$ cat config.mk
export PLATFORM = sky130hd
export DESIGN_NAME = video_pattern_gen_flat
export DESIGN_NICKNAME = d
export VERILOG_FILES = /design/src/rtl/video_pattern_gen_if.sv /design/src/rtl/video_pattern_gen.sv /design/src/flat_wrapper.sv
export SDC_FILE = /design/constraint.sdc
export NUM_CORES = 1
export LEC_CHECK = 0
export BUFFER_PORTS_ARGS = -buffer_cell sky130_fd_sc_hd__buf_2
export CAP_MARGIN = 20
export CORE_ASPECT_RATIO = 0.5
export CORE_UTILIZATION = 30
export DETAILED_ROUTE_END_ITERATION = 6
export SLEW_MARGIN = 15
export SYNTH_ARGS = -nofsm -noshare
export SYNTH_HDL_FRONTEND = slang
export SYNTH_SLANG_ARGS = --single-unit
$ cat constraint.sdc
create_clock -name clk -period 12 [get_ports clk]
set_input_delay 0.6 -clock clk [delete_from_list [all_inputs] [get_ports clk]]
set_output_delay 0.6 -clock clk [all_outputs]
set_load 0.02 [all_outputs]
$ cat src/rtl/video_pattern_gen_if.sv
// rtl/video_pattern_gen_if.sv - MM register bus and Avalon-ST video source signals
interface video_pattern_gen_if;
    logic        s_chipselect;
    logic        s_read;
    logic        s_write;
    logic [2:0]  s_address;
    logic [31:0] s_writedata;
    logic [31:0] s_readdata;
    logic [23:0] source_data;
    logic        source_valid;
    logic        source_ready;
    logic        source_sop;
    logic        source_eop;

    // Generator side: MM slave and streaming source
    modport master (
        input  s_chipselect, s_read, s_write, s_address, s_writedata, source_ready,
        output s_readdata, source_data, source_valid, source_sop, source_eop
    );

    // Host/sink side
    modport slave (
        output s_chipselect, s_read, s_write, s_address, s_writedata, source_ready,
        input  s_readdata, source_data, source_valid, source_sop, source_eop
    );
endinterface

$ cat src/rtl/video_pattern_gen.sv
// rtl/video_pattern_gen.sv - Avalon-ST video test pattern source with MM control registers
module video_pattern_gen #(
    parameter int          IMAGE_W = 640,
    parameter int          IMAGE_H = 480,
    parameter logic [31:0] ID_WORD = 32'h1234EEE3
) (
    input  logic                clk,
    input  logic                reset,
    video_pattern_gen_if.master bus
);
    localparam logic [15:0] W16   = 16'(IMAGE_W);
    localparam logic [15:0] H16   = 16'(IMAGE_H);
    localparam logic [15:0] BAR_W = 16'(IMAGE_W / 8);
    // Control packet: width/height nibbles, three per beat, MS nibble first
    localparam logic [23:0] CTL_BEAT0 = {4'h0, W16[7:4],   4'h0, W16[11:8],  4'h0, W16[15:12]};
    localparam logic [23:0] CTL_BEAT1 = {4'h0, H16[11:8],  4'h0, H16[15:12], 4'h0, W16[3:0]};
    localparam logic [23:0] CTL_BEAT2 = {4'h0, 4'h0,       4'h0, H16[3:0],   4'h0, H16[7:4]};

    typedef enum logic [2:0] {S_IDLE, S_CTL_HDR, S_CTL_BODY, S_VID_HDR, S_PIXELS} state_t;

    // Live registers
    logic        r_enable, r_ctl_en;
    logic [1:0]  r_pattern;
    logic [23:0] r_solid, r_boxcol;
    logic [7:0]  r_box_size, r_box_step;
    logic [31:0] r_readdata;
    logic [31:0] w_rd_mux;

    // Per-frame snapshot
    logic [1:0]  r_s_pattern;
    logic [23:0] r_s_solid, r_s_boxcol;
    logic [7:0]  r_s_size, r_s_step;

    // Sequencer state and registered stream outputs
    state_t      r_state;
    logic [1:0]  r_ctl_cnt;
    logic [15:0] r_x, r_y, r_bar_cnt;
    logic [2:0]  r_bar;
    logic [15:0] r_frames;
    logic [15:0] r_box_x, r_box_y;
    logic        r_dir_x, r_dir_y;
    logic [23:0] r_data;
    logic        r_valid, r_sop, r_eop;

    logic [15:0] w_nx, w_ny, w_nbar_cnt;
    logic [2:0]  w_nbar;
    logic        w_last_next;
    logic [23:0] w_bar_col, w_pix;
    logic        w_in_box;
    logic [16:0] w_sum_x, w_sum_y;
    logic [15:0] w_nbox_x, w_nbox_y;
    logic        w_ndir_x, w_ndir_y;

    assign bus.source_data  = r_data;
    assign bus.source_valid = r_valid;
    assign bus.source_sop   = r_sop;
    assign bus.source_eop   = r_eop;
    assign bus.s_readdata   = r_readdata;

    // Read-back multiplexer
    always_comb begin
        w_rd_mux = '0;
        case (bus.s_address)
            3'd0:    w_rd_mux = {27'b0, r_ctl_en, 1'b0, r_pattern, r_enable};
            3'd1:    w_rd_mux = {8'b0, r_solid};
            3'd2:    w_rd_mux = {8'b0, r_boxcol};
            3'd3:    w_rd_mux = {16'b0, r_box_step, r_box_size};
            3'd4:    w_rd_mux = {16'b0, r_frames};
            3'd5:    w_rd_mux = ID_WORD;
            default: w_rd_mux = '0;
        endcase
    end

    // Register writes and registered read data
    always_ff @(posedge clk) begin
        if (reset) begin
            r_enable   <= 1'b0;
            r_pattern  <= 2'd0;
            r_ctl_en   <= 1'b0;
            r_solid    <= '0;
            r_boxcol   <= 24'hFF0000;
            r_box_size <= 8'd16;
            r_box_step <= 8'd4;
            r_readdata <= '0;
        end else begin
            if (bus.s_chipselect && bus.s_write) begin
                case (bus.s_address)
                    3'd0: begin
                        r_enable  <= bus.s_writedata[0];
                        r_pattern <= bus.s_writedata[2:1];
                        r_ctl_en  <= bus.s_writedata[4];
                    end
                    3'd1: r_solid  <= bus.s_writedata[23:0];
                    3'd2: r_boxcol <= bus.s_writedata[23:0];
                    3'd3: begin
                        r_box_size <= bus.s_writedata[7:0];
                        r_box_step <= bus.s_writedata[15:8];
                    end
                    default: ;
                endcase
            end
            if (bus.s_chipselect && bus.s_read) begin
                r_readdata <= w_rd_mux;
            end
        end
    end

    // Next raster position and bar index; outside PIXELS this is pixel (0,0)
    always_comb begin
        w_nx       = '0;
        w_ny       = '0;
        w_nbar     = '0;
        w_nbar_cnt = '0;
        if (r_state == S_PIXELS) begin
            if (r_x == W16 - 16'd1) begin
                w_ny = r_y + 16'd1;
            end else begin
                w_nx = r_x + 16'd1;
                w_ny = r_y;
                if (r_bar_cnt == BAR_W - 16'd1) begin
                    w_nbar = r_bar + 3'd1;
                end else begin
                    w_nbar     = r_bar;
                    w_nbar_cnt = r_bar_cnt + 16'd1;
                end
            end
        end
        w_last_next = (w_nx == W16 - 16'd1) && (w_ny == H16 - 16'd1);
    end

    // Colour of the next pixel from the frame snapshot
    always_comb begin
        case (w_nbar)
            3'd0:    w_bar_col = 24'hFFFFFF;
            3'd1:    w_bar_col = 24'hFFFF00;
            3'd2:    w_bar_col = 24'h00FFFF;
            3'd3:    w_bar_col = 24'h00FF00;
            3'd4:    w_bar_col = 24'hFF00FF;
            3'd5:    w_bar_col = 24'hFF0000;
            3'd6:    w_bar_col = 24'h0000FF;
            default: w_bar_col = 24'h000000;
        endcase
        w_in_box = ({1'b0, w_nx} >= {1'b0, r_box_x}) &&
                   ({1'b0, w_nx} <  {1'b0, r_box_x} + {9'b0, r_s_size}) &&
                   ({1'b0, w_ny} >= {1'b0, r_box_y}) &&
                   ({1'b0, w_ny} <  {1'b0, r_box_y} + {9'b0, r_s_size});
        case (r_s_pattern)
            2'd1:    w_pix = r_s_solid;
            2'd2:    w_pix = w_in_box ? r_s_boxcol : 24'h000000;
            default: w_pix = w_bar_col;
        endcase
    end

    // Box bounce: reverse before crossing the far edge or going below zero
    always_comb begin
        w_sum_x = {1'b0, r_box_x} + {9'b0, r_s_step} + {9'b0, r_s_size};
        w_sum_y = {1'b0, r_box_y} + {9'b0, r_s_step} + {9'b0, r_s_size};
        if (!r_dir_x && (w_sum_x > {1'b0, W16})) begin
            w_nbox_x = r_box_x - {8'b0, r_s_step};
            w_ndir_x = 1'b1;
        end else if (r_dir_x && (r_box_x < {8'b0, r_s_step})) begin
            w_nbox_x = r_box_x + {8'b0, r_s_step};
            w_ndir_x = 1'b0;
        end else begin
            w_nbox_x = r_dir_x ? r_box_x - {8'b0, r_s_step} : r_box_x + {8'b0, r_s_step};
            w_ndir_x = r_dir_x;
        end
        if (!r_dir_y && (w_sum_y > {1'b0, H16})) begin
            w_nbox_y = r_box_y - {8'b0, r_s_step};
            w_ndir_y = 1'b1;
        end else if (r_dir_y && (r_box_y < {8'b0, r_s_step})) begin
            w_nbox_y = r_box_y + {8'b0, r_s_step};
            w_ndir_y = 1'b0;
        end else begin
            w_nbox_y = r_dir_y ? r_box_y - {8'b0, r_s_step} : r_box_y + {8'b0, r_s_step};
            w_ndir_y = r_dir_y;
        end
    end

    // Frame sequencer; outputs always hold the beat currently offered
    always_ff @(posedge clk) begin
        if (reset) begin
            r_state     <= S_IDLE;
            r_valid     <= 1'b0;
            r_sop       <= 1'b0;
            r_eop       <= 1'b0;
            r_data      <= '0;
            r_ctl_cnt   <= '0;
            r_x         <= '0;
            r_y         <= '0;
            r_bar       <= '0;
            r_bar_cnt   <= '0;
            r_frames    <= '0;
            r_box_x     <= '0;
            r_box_y     <= '0;
            r_dir_x     <= 1'b0;
            r_dir_y     <= 1'b0;
            r_s_pattern <= '0;
            r_s_solid   <= '0;
            r_s_boxcol  <= '0;
            r_s_size    <= '0;
            r_s_step    <= '0;
        end else begin
            case (r_state)
                S_IDLE: begin
                    if (r_enable) begin
                        r_s_pattern <= r_pattern;
                        r_s_solid   <= r_solid;
                        r_s_boxcol  <= r_boxcol;
                        r_s_size    <= r_box_size;
                        r_s_step    <= r_box_step;
                        r_valid     <= 1'b1;
                        r_sop       <= 1'b1;
                        r_eop       <= 1'b0;
                        r_state     <= r_ctl_en ? S_CTL_HDR : S_VID_HDR;
                        r_data      <= r_ctl_en ? 24'h00000F : 24'h000000;
                    end
                end
                S_CTL_HDR: begin
                    if (bus.source_ready) begin
                        r_state   <= S_CTL_BODY;
                        r_ctl_cnt <= 2'd0;
                        r_sop     <= 1'b0;
                        r_data    <= CTL_BEAT0;
                    end
                end
                S_CTL_BODY: begin
                    if (bus.source_ready) begin
                        if (r_ctl_cnt == 2'd2) begin
                            r_state <= S_VID_HDR;
                            r_sop   <= 1'b1;
                            r_eop   <= 1'b0;
                            r_data  <= 24'h000000;
                        end else begin
                            r_ctl_cnt <= r_ctl_cnt + 2'd1;
                            r_eop     <= (r_ctl_cnt == 2'd1);
                            r_data    <= (r_ctl_cnt == 2'd0) ? CTL_BEAT1 : CTL_BEAT2;
                        end
                    end
                end
                S_VID_HDR: begin
                    if (bus.source_ready) begin
                        r_state   <= S_PIXELS;
                        r_x       <= '0;
                        r_y       <= '0;
                        r_bar     <= '0;
                        r_bar_cnt <= '0;
                        r_sop     <= 1'b0;
                        r_eop     <= w_last_next;
                        r_data    <= w_pix;
                    end
                end
                default: begin
                    if (bus.source_ready) begin
                        if (r_eop) begin
                            r_state  <= S_IDLE;
                            r_valid  <= 1'b0;
                            r_eop    <= 1'b0;
                            r_data   <= '0;
                            r_frames <= r_frames + 16'd1;
                            r_box_x  <= w_nbox_x;
                            r_box_y  <= w_nbox_y;
                            r_dir_x  <= w_ndir_x;
                            r_dir_y  <= w_ndir_y;
                        end else begin
                            r_x       <= w_nx;
                            r_y       <= w_ny;
                            r_bar     <= w_nbar;
                            r_bar_cnt <= w_nbar_cnt;
                            r_eop     <= w_last_next;
                            r_data    <= w_pix;
                        end
                    end
                end
            endcase
        end
    end
endmodule

$ cat src/flat_wrapper.sv
// flat-port wrapper written by rule: the top's interface ports become plain ports
module video_pattern_gen_flat 
#(
    parameter int          IMAGE_W = 640,
    parameter int          IMAGE_H = 480,
    parameter logic [31:0] ID_WORD = 32'h1234EEE3
)
  (clk, reset, bus_s_chipselect, bus_s_read, bus_s_write, bus_s_address, bus_s_writedata, bus_source_ready, bus_s_readdata, bus_source_data, bus_source_valid, bus_source_sop, bus_source_eop);
  video_pattern_gen_if bus_i ();
  input  logic clk;
  input  logic reset;
  input wire logic [$bits(bus_i.s_chipselect)-1:0] bus_s_chipselect;
  input wire logic [$bits(bus_i.s_read)-1:0] bus_s_read;
  input wire logic [$bits(bus_i.s_write)-1:0] bus_s_write;
  input wire logic [$bits(bus_i.s_address)-1:0] bus_s_address;
  input wire logic [$bits(bus_i.s_writedata)-1:0] bus_s_writedata;
  input wire logic [$bits(bus_i.source_ready)-1:0] bus_source_ready;
  output wire logic [$bits(bus_i.s_readdata)-1:0] bus_s_readdata;
  output wire logic [$bits(bus_i.source_data)-1:0] bus_source_data;
  output wire logic [$bits(bus_i.source_valid)-1:0] bus_source_valid;
  output wire logic [$bits(bus_i.source_sop)-1:0] bus_source_sop;
  output wire logic [$bits(bus_i.source_eop)-1:0] bus_source_eop;
  assign bus_i.s_chipselect = bus_s_chipselect;
  assign bus_i.s_read = bus_s_read;
  assign bus_i.s_write = bus_s_write;
  assign bus_i.s_address = bus_s_address;
  assign bus_i.s_writedata = bus_s_writedata;
  assign bus_i.source_ready = bus_source_ready;
  assign bus_s_readdata = bus_i.s_readdata;
  assign bus_source_data = bus_i.source_data;
  assign bus_source_valid = bus_i.source_valid;
  assign bus_source_sop = bus_i.source_sop;
  assign bus_source_eop = bus_i.source_eop;
  video_pattern_gen #(.IMAGE_W(IMAGE_W), .IMAGE_H(IMAGE_H), .ID_WORD(ID_WORD)) u_core (.clk(clk), .reset(reset), .bus(bus_i));
endmodule
# Word-level counts from Yosys, hierarchy flattened

Index checks and enable logic that the tools add are counted.

Flip-flop bits (word level): 299
Input bits: 41
Word-level logic and storage cells: 205

Add/sub/neg operators: 16
Order comparisons: 8
Eq/ne operators: 31
Mux-type cells: 76
Bitwise logic cells: 4
Reduce and logical (&&, ||, !) cells: 42

Operators with widths:

| kind                                                  | number |
|---|---|
| 2-to-1 mux 16 bit                                     | 20 |
| 2-to-1 mux 24 bit                                     | 8 |
| one-hot mux 29 bit (6 select lines)                   | 1 |
| one-hot mux 24 bit (7 select lines)                   | 1 |
| one-hot mux 16 bit (2 select lines)                   | 3 |
| one-hot mux 24 bit (4 select lines)                   | 1 |
| adder 16 x 8 -> 17 bit                                | 4 |
| adder 16 x 1 -> 16 bit (second input constant)        | 4 |
| one-hot mux 24 bit (2 select lines)                   | 1 |
| 2-to-1 mux 3 bit                                      | 13 |
| adder 17 x 8 -> 17 bit                                | 2 |
| < comparator 16 x 17 -> 1 bit                         | 2 |
| adder 16 x 8 -> 16 bit                                | 2 |
| == test 16 x 10 -> 1 bit (second input constant)      | 2 |
| >= comparator 16 bit                                  | 2 |
| < comparator 16 x 8 -> 1 bit                          | 2 |
| subtractor 16 x 8 -> 16 bit                           | 2 |
| == test 3 x 2 -> 1 bit (second input constant)        | 6 |
| == test 3 bit (second input constant)                 | 6 |
| > comparator 17 x 10 -> 1 bit (second input constant) | 1 |
| > comparator 17 x 9 -> 1 bit (second input constant)  | 1 |
| 2-to-1 mux 17 bit                                     | 1 |
| == test 16 x 7 -> 1 bit (second input constant)       | 1 |
| == test 16 x 9 -> 1 bit (second input constant)       | 1 |
| other kinds (32)                                      | 90 |

# Longest topological paths before layout

Gate-level depths: netlist of run 1.

Word-level depth: 12
Gate-level depth with buffers: 23
Mapped depth without buffers: 21

# Worst setup path before layout of run 1

Ideal clock, no wire load.

Kind: register -> register
Start point: reg u_core.r_box_x[0]
End point: reg u_core.r_data[1], in the netlist u_core.bus.source_data[1]
Arrival: 4077 ps
Required time: 11909 ps
Path slack: 7832 ps
Cell stages (with the launch flop): 23
Path buffers: 2
Period minus slack after synthesis: 4168 ps
Path through: dfxtp_1 > ha_1 > fa_1 > a21o_1 > a21oi_1 > o21bai_1 > a21oi_1 > a21oi_1 > nand2_1 > xnor2_1 > ha_1 > a21o_1 > a21o_1 > a21oi_1 > nor2_1 > a2111oi_0 > a32o_1 > nand4_1 > nor2b_1 > buf_2 > buf_2 > nand2_1 > a311oi_1

Longest elaborated chain between the ends: 10
Elaborated cells between the ends (all ways): 12
Classes of those cells: 1 x add/sub; 2 x order compare; 6 x mux; 3 x reduce/logical

RTL lines:

| item                                  | line                     | RTL |
|---|---|---|
| start: declaration                    | video_pattern_gen.sv:40  | `logic [15:0] r_box_x, r_box_y;` |
| start signal: assignment              | video_pattern_gen.sv:261 | `r_box_x <= w_nbox_x;` |
| adder 16 x 8 -> 17 bit                | video_pattern_gen.sv:144 | `({1'b0, w_nx} < {1'b0, r_box_x} + {9'b0, r_s_size}) &&` |
| < comparator 16 x 17 -> 1 bit         | video_pattern_gen.sv:144 |  |
| logical AND 1 bit *                   | video_pattern_gen.sv:143 | `w_in_box = ({1'b0, w_nx} >= {1'b0, r_box_x}) &&` |
| logical AND 1 bit *                   | video_pattern_gen.sv:144 |  |
| logical AND 1 bit *                   | video_pattern_gen.sv:145 | `({1'b0, w_ny} >= {1'b0, r_box_y}) &&` |
| 2-to-1 mux 24 bit *                   | video_pattern_gen.sv:149 | `2'd2: w_pix = w_in_box ? r_s_boxcol : 24'h000000;` |
| one-hot mux 24 bit (2 select lines) * | video_pattern_gen.sv:147 | `case (r_s_pattern)` |
| 2-to-1 mux 24 bit                     | video_pattern_gen.sv:255 | `if (r_eop) begin` |
| 2-to-1 mux 24 bit                     | video_pattern_gen.sv:254 | `if (bus.source_ready) begin` |
| one-hot mux 24 bit (4 select lines) * | video_pattern_gen.sv:204 | `case (r_state)` |
| end signal: assignment                | video_pattern_gen.sv:216 | `r_data <= r_ctl_en ? 24'h00000F : 24'h000000;` |
| end signal: assignment                | video_pattern_gen.sv:250 | `r_data <= w_pix;` |
| end signal: assignment                | video_pattern_gen.sv:271 | `r_data <= w_pix;` |
| end: declaration                      | video_pattern_gen.sv:42  | `logic [23:0] r_data;` |

Mark *: on every way between the ends. The rest lies on a longest branch, timed or not. The select of a mux whose other input is x is not followed.
A chain may end at the register's enable or synchronous reset.

# Worst setup path in the final report of run 1

Start point: reg u_core.r_state[2]
End point: reg u_core.r_data[0], in the netlist u_core.bus.source_data[0]

Longest elaborated chain between the ends: 11
Elaborated cells between the ends (all ways): 35
Classes of those cells: 4 x order compare; 14 x eq/ne; 10 x mux; 7 x reduce/logical

RTL lines:

| item                                                                  | line                                               | RTL |
|---|---|---|
| start: declaration                                                    | video_pattern_gen.sv:35                            | `state_t r_state;` |
| start signal: assignment                                              | video_pattern_gen.sv:215                           | `r_state <= r_ctl_en ? S_CTL_HDR : S_VID_HDR;` |
| == test 3 bit                                                         | video_pattern_gen.sv:114                           | `if (r_state == S_PIXELS) begin` |
| 2-to-1 mux 16 bit                                                     | video_pattern_gen.sv:114                           |  |
| < comparator 16 x 17 -> 1 bit or >= comparator 16 bit (tied branches) | video_pattern_gen.sv:144, video_pattern_gen.sv:143 |  |
| logical AND 1 bit                                                     | video_pattern_gen.sv:143                           |  |
| logical AND 1 bit                                                     | video_pattern_gen.sv:144                           |  |
| logical AND 1 bit                                                     | video_pattern_gen.sv:145                           |  |
| 2-to-1 mux 24 bit                                                     | video_pattern_gen.sv:149                           |  |
| one-hot mux 24 bit (2 select lines)                                   | video_pattern_gen.sv:147                           |  |
| 2-to-1 mux 24 bit                                                     | video_pattern_gen.sv:255                           |  |
| 2-to-1 mux 24 bit                                                     | video_pattern_gen.sv:254                           |  |
| one-hot mux 24 bit (4 select lines)                                   | video_pattern_gen.sv:204                           |  |

Parallel ways exist; a longest one is shown, timed or not. The select of a mux whose other input is x is not followed.

==> metrics, run 1 <==
Clock power frac=about 45%; IO Pins=100; Vias/cell=around 5.2; CP Class=reg2reg; All-Layer GR Usage=roughly 17%; H-tree Lvls=1; Resize count post-CTS=0; global-route wire length before repair=82.0 mm; RSZ-0062 raised after global routing=no; Critical Path End Type=flop; Reg power frac=about half; CTS tree=done; total grt overflow=0; Primary FF master, synth=dfxtp_1; GP Congestion=about 0.9; Clock Skews=about 42 ps; Slew HR=23.5%; Critical path buffers and inverters=1; largest delay contributor family on the critical path=simple AND/OR/NAND/NOR gates; switching share of power=around 25%; area grow syn2layout=11.2%; Core ar.=approximately 58000 um2; CTS Hold Bufs=0; sequential fraction of the synthesis area=32.9%; layout cell share with drive strength beyond 1=roughly 7.3%; vias in the first global route=14700; Yosys cell types=74; Combinational Power Share=6.7%; Mapped Avg Cell Area=approximately 7.7 um2; # Post-CTS Setup Buffers=0; DR WL/cell=about 17 um; Vias=between 15000 and 20000; Synth Cell Area=17800 um2; dpl hpwl=37.0 mm; Net Switching=slightly above 0.0005 W; number of synthesized flops with an enable pin=0; Ys Warns=0; First-pass DRT Iterations=7; CP Max Fanout=23; final count of hold timing violations=0; max cap viols=0; number of clock sinks=292; peak supply drop=0.0900 mV; Clock Pin Slew Worst Setup and Hold Paths=60 ps; Slew Viols, Final=0; final core occ=34.1%; Initial Util=between 30% and 40%; clk_lat worst skew=600 ps; Hold Crit Class=in2reg; die area=~60000 um2; TritonCTS buffer count=30; antenna violations before repair=0; Data arrival, critical path=roughly 5500 ps; # rows=62; clock root buffer=clkbuf_16; Worst EP required=12440 ps; # diodes=0; DRT Wirelength=slightly above 50 mm; CP cell instances=or3b_1 -> or2_2 -> nor2_1 -> ha_1 -> a21o_1 -> a21o_1 -> a21oi_1 -> nor2_1 -> a2111oi_0 -> a32o_1 -> nand4_1 -> nor2b_1 -> buf_4 -> a21oi_1 -> a2111oi_0; Setup Viol. Count Final=0; kind of start point of the critical path=flop; Internal=about 0.0016 W; Longest Clk Path Bufs=3; Async SR Flop Fraction=0%; final net count=~2500; PwrDens=approximately 100 nW/um2; die height=around 170 um; P_leak=roughly 7.5 nW; R2R setup slack=between 6000 and 7000 ps; antenna viol nets, final=0; Period Utilization, post-route=42.2%; fillers=around 6100; Die X=approximately 350 um; status=finished, final reports clean; final setup TNS=0 ps; critical path's slowest cell=or3b_1; Least-Margin Pin Slew=approximately 1100 ps; initial DRC count=between 1000 and 1500; fmax=just under 200 MHz; minimum clock period=5060 ps; pin count of the biggest net entering global routing=96; Synth Register Bits=292; slowest stage delay, CP=750 ps; cell count after synthesis=2299; Residual DRC=0; Port Buf Inserts=85
==> through the flow <==
| stage | worst slack (ps) | area (um2) | total power [W] | hold slack (ps) | cells |
|---|---|---|---|---|---|
| after floorplan | 7830 | 17800 | 0.00111 | 436 | 2304 |
| after global placement | 6900 | 18700 | 0.00115 | 440 | 3035 |
| after detailed placement | 6940 | 18800 | 0.00116 | 446 | 3036 |
| after CTS | 6900 | 19700 | 0.00208 | 209 | 3087 |
| after global routing | 6280 | 19800 | 0.00214 | 222 | 3090 |
| final | 6940 | 19800 | 0.00206 | 236 | 3090 |
==> power by group through the flow <==
stage | registers (W) | clock network [W] | logic [W]
after floorplan | 0.00102 | 0 | 0.0000894
after global placement | 0.00102 | 0 | 0.000135
after detailed placement | 0.00102 | 0 | 0.000137
after CTS | 0.000998 | 0.000948 | 0.000137
after global routing | 0.000999 | 0.000988 | 0.000151
final | 0.000998 | 0.000926 | 0.000138
==> worst register-to-register path, stage by stage, from the launching register on <==
cell and delay [ps]:
dfxtp_1 610, or3b_1 750, or2_2 610, nor2_1 410, ha_1 320, a21o_1 160, a21o_1 170, a21oi_1 140
nor2_1 60, a2111oi_0 350, a32o_1 290, nand4_1 180, nor2b_1 170, buf_4 260, a21oi_1 110, a2111oi_0 350
==> cell families after synthesis <==
kind of cell / Yosys count / share of synthesized area, %
other: 1 / 0.0211
DFF: 292 / 32.9
AOI/OAI and AO/OA: 591 / 20.4
muxes: 29 / 1.66
buffers and inverters: 238 / 5.34
xor gates and xnor gates: 111 / 5.47
and+or+nand+nor: 876 / 21.8
adders and majority gates: 161 / 12.3
==> final timing paths <==
check	start	to	cells after the start
setup / recovery	u_core.r_state[2]	u_core.bus.source_data[0]	15
hold / removal	bus_s_writedata[23]	u_core.r_boxcol[23]	3
setup reg to reg	u_core.r_state[2]	u_core.bus.source_data[0]	15
hold reg to reg	u_core.r_s_solid[4]	u_core.r_s_solid[4]	2
==> registers in the layout, summed over array words and instances (netlist names), 16 cells and up <==
register / count
u_core.bus.s_readdata: 25
u_core.bus.source_data: 24
u_core.r_boxcol: 24
u_core.r_s_boxcol: 24
u_core.r_s_solid: 24
u_core.r_solid: 24
u_core.r_bar_cnt: 16
u_core.r_box_x: 16
u_core.r_box_y: 16
u_core.r_frames: 16
u_core.r_x: 16
u_core.r_y: 16
==> final cells by class <==
type                       instances  area, um2  area share (%)
multi-input combinational       1774      11000            55.6
sequential                       292       5850            29.6
tap                              768        961            4.86
clock buffer                      47        925            4.68
timing repair buffer             106        618            3.13
inverter                          99        372            1.88
clock inverter                     4       47.5           0.240
==> placed cells by master, fill, tap and decap left out, types with 24 or more instances in the layout <==
cell type / count
nand2b_1: 25
clkbuf_16: 30
nand2_1: 425
mux2i_1: 25
nand4_1: 30
nand3_1: 50
ha_1: 137
inv_1: 98
fa_1: 24
a21o_1: 32
o21ai_0: 86
xor2_1: 43
dfxtp_1: 292
buf_2: 84
xnor2_1: 68
nor2_1: 201
a21oi_1: 272
a22oi_1: 33
nor3_1: 28
==> metal layers <==
metal	vias to the layer above	wire length, um	global-route usage, %
met5	-	0	0
met4	0	1090	3.96
met3	65	2090	1.88
met2	356	23900	27.7
met1	7596	24300	23.0
li1	7971	-	-
==> cell usage after synthesis (all sizes together) (7+ instances only) <==
library cell / count / share of area (%)
o21ai: 93 / 2.6
a21oi: 273 / 7.7
a31oi: 10 / 0.35
o22ai: 15 / 0.61
a211oi: 16 / 0.70
nand2: 426 / 9.0
nor3: 29 / 0.84
ha: 137 / 9.6
nor2: 201 / 4.2
clkbuf: 110 / 2.3
fa: 24 / 2.7
xor2: 43 / 2.1
a221o: 8 / 0.45
nand3b: 12 / 0.51
buf: 29 / 0.93
inv: 98 / 2.1
nor2b: 18 / 0.63
a221oi: 18 / 0.89
a22o: 17 / 0.84
xnor2: 68 / 3.4
nand2b: 25 / 0.88
a21o: 32 / 1.4
dfxtp: 292 / 33
or3: 17 / 0.60
nand4: 30 / 1.1
nand3: 50 / 1.4
o21bai: 15 / 0.63
and2: 13 / 0.46
nor4: 12 / 0.42
o211ai: 7 / 0.30
a22oi: 33 / 1.4
mux2i: 25 / 1.4
o21a: 12 / 0.51
and3: 18 / 0.63
Note: power is estimated with default switching activity, not from simulation.
==> inputs of run 2 (changes only) <==
- clock period: 12 -> 4.6 ns (I/O delays scaled with it)
==> run 2 against run 1 <==
Against the previous run: flip-flop and latch count did not move; power increased to 2.8 times the previous value; routed wire length up 4.9%; global-route usage is 0.97 points higher; register-to-register slack worse by 6600 ps; core utilization is 1.5 points higher; critical path type unchanged.
==> metrics, run 2 (same netlist as run 1, synthesis figures left out) <==
final net count=2579; Worst EP required=~5100 ps; final count of hold timing violations=0; peak supply drop=between 0.2 and 0.3 mV; Setup Viol. Count Final=0; status=finished, final reports clean; Reg-to-Reg Start=u_core.r_s_size[0]; FF-to-FF path depth=22; reg2reg end=u_core.bus.source_data[2]; H-tree Lvls=1; P_leak=7.96 nW; final setup TNS=0 ps; Core ar.=about 58000 um2; IO Pins=100; antenna violations before repair=0; layout cell share with drive strength beyond 1=9.87%; number of clock sinks=roughly 290; All-Layer GR Usage=roughly 18%; Vias/cell=approximately 5; DRT Wirelength=roughly 54 mm; Clock Skews=~14 ps; CP Max Fanout=16; minimum clock period=4280 ps; max cap viols=0; global-route wire length before repair=~86 mm; hold depth=3; Hold Crit Class=in2reg; Longest Clk Path Bufs=3; kind of start point of the critical path=flop; clk_lat worst skew=600 ps; Residual DRC=0; Port Buf Inserts=85; most frequent cells in the layout=425 x nand2_1, 292 x dfxtp_1, 270 x a21oi_1; Sequential cell area=just under 6000 um2; die area=about 60000 um2; # diodes=0; Critical Path End Type=flop; Period Utilization, post-route=93.1%; Die X=346 um; antenna viol nets, final=0; TritonCTS buffer count=31; Least-Margin Pin Slew=961 ps; Clock Pin Slew Worst Setup and Hold Paths=about 60 ps; CP Class=reg2reg; pin count of the biggest net entering global routing=96; R2R setup slack=320 ps; total grt overflow=0; commonest non-fill, non-tap cell in the layout=nand2_1; fillers=around 6000; dpl hpwl=a little under 40 mm; Worst Hold Path EP=u_core.r_ctl_cnt[1]; PwrDens=approximately 280 nW/um2; DR WL/cell=between 15 and 20 um; Vias=~16000; Data arrival, critical path=between 4000 and 5000 ps; die height=174 um; Largest register FFs=25; Slew HR=about 36%; CTS tree=done; First-pass DRT Iterations=5; Initial Util=a little under a third; GP Congestion=slightly below 0.9; fmax=around 230 MHz; initial DRC count=around 1300; area grow syn2layout=16.1%; Slew Viols, Final=0; multi-input logic area=between 10000 and 15000 um2; min-delay src=bus_source_ready; Final Power=around 0.0058 W; vias in the first global route=between 15000 and 20000; # rows=just over 60; clock root buffer=clkbuf_16
run 2: cell count changes in the layout (fill, tap and decap cells not counted), sizes merged:
cell and delta:
clkbuf -6, dlygate4sd3 +26, inv +2, bufinv +6, buf +47, clkinv +4
run 2: report_power, final:
part / internal (W) / switching [W] / leakage, nW
registers: 0.00256 / 0.0000341 / 2.36
clock network: 0.00169 / 0.00111 / 0.564
logic: 0.000135 / 0.000267 / 5.04
run 2: worst max path at each step:
stage	start	end	slack [ps]	cells past startpoint
2_1_floorplan	u_core.r_box_x[0]	u_core.bus.source_data[1]	430	22
3_3_place_gp	u_core.r_s_size[0]	u_core.bus.source_data[2]	110	22
3_5_place_dp	u_core.r_s_size[0]	u_core.bus.source_data[1]	-40	22
4_1_cts	u_core.r_s_size[0]	u_core.bus.source_data[21]	9	22
5_1_grt	u_core.r_s_size[0]	u_core.bus.source_data[9]	-20	22
6_report	u_core.r_s_size[0]	u_core.bus.source_data[2]	320	22
run 2: cell type report:
cell class              instances  area share [%]
clock inverters                16            1.23
well taps                     768            4.66
multi-input cells            1774            53.6
clock buffers                  41            4.28
flip-flops and latches        292            28.3
repair buffers                179            6.09
inverters                      99            1.80
run 2: what timing repair did:
action / CTS / global route
hold buffers: 26 / 0
hold endpoints to repair: 69 / 0
setup buffers: 0 / 5
pin swaps: 0 / 10
endpoints found under the setup margin: 16 / 24
gates resized for setup: 2 / 19
run 2: per-layer routing:
metal  vias to the layer above  GRT usage, %  wire [um]
met3                        89          2.48       2630
met2                       379          29.1      24800
met1                      7684          23.6      24700
met4                         0          5.83       1600
li1                       8116             -          -
met5                         -             0          0
run 2: worst max-delay path, cell delays in order (launching register included):
cell and delay, ps:
dfxtp_1 340, buf_4 150, ha_1 170, inv_1 60
fa_1 390, nor2b_1 120, o21ai_0 100, a21oi_1 190
o21ai_1 120, a21oi_2 220, nand4_1 170, nor2_1 170
xnor2_1 100, ha_1 360, a2111oi_4 360, nand2_1 120
nor3_2 140, a21oi_1 100, o211ai_1 140, nor2b_4 230
buf_12 160, nand2_1 70, a311oi_2 220
run 2: through the flow:
step                      worst slack [ps]  hold WS (ps)  cell area [um2]  util (%)  std cells
after floorplan                        432           351            17800         -       2304
after global placement                 110           443            19100      32.9       3079
after detailed placement             -39.8           447            19100      33.0       3080
after CTS                             9.07          51.4            20500      35.4       3163
after global routing                 -22.0          95.6            20600      35.6       3169
final                                  316          60.9            20600      35.6       3169
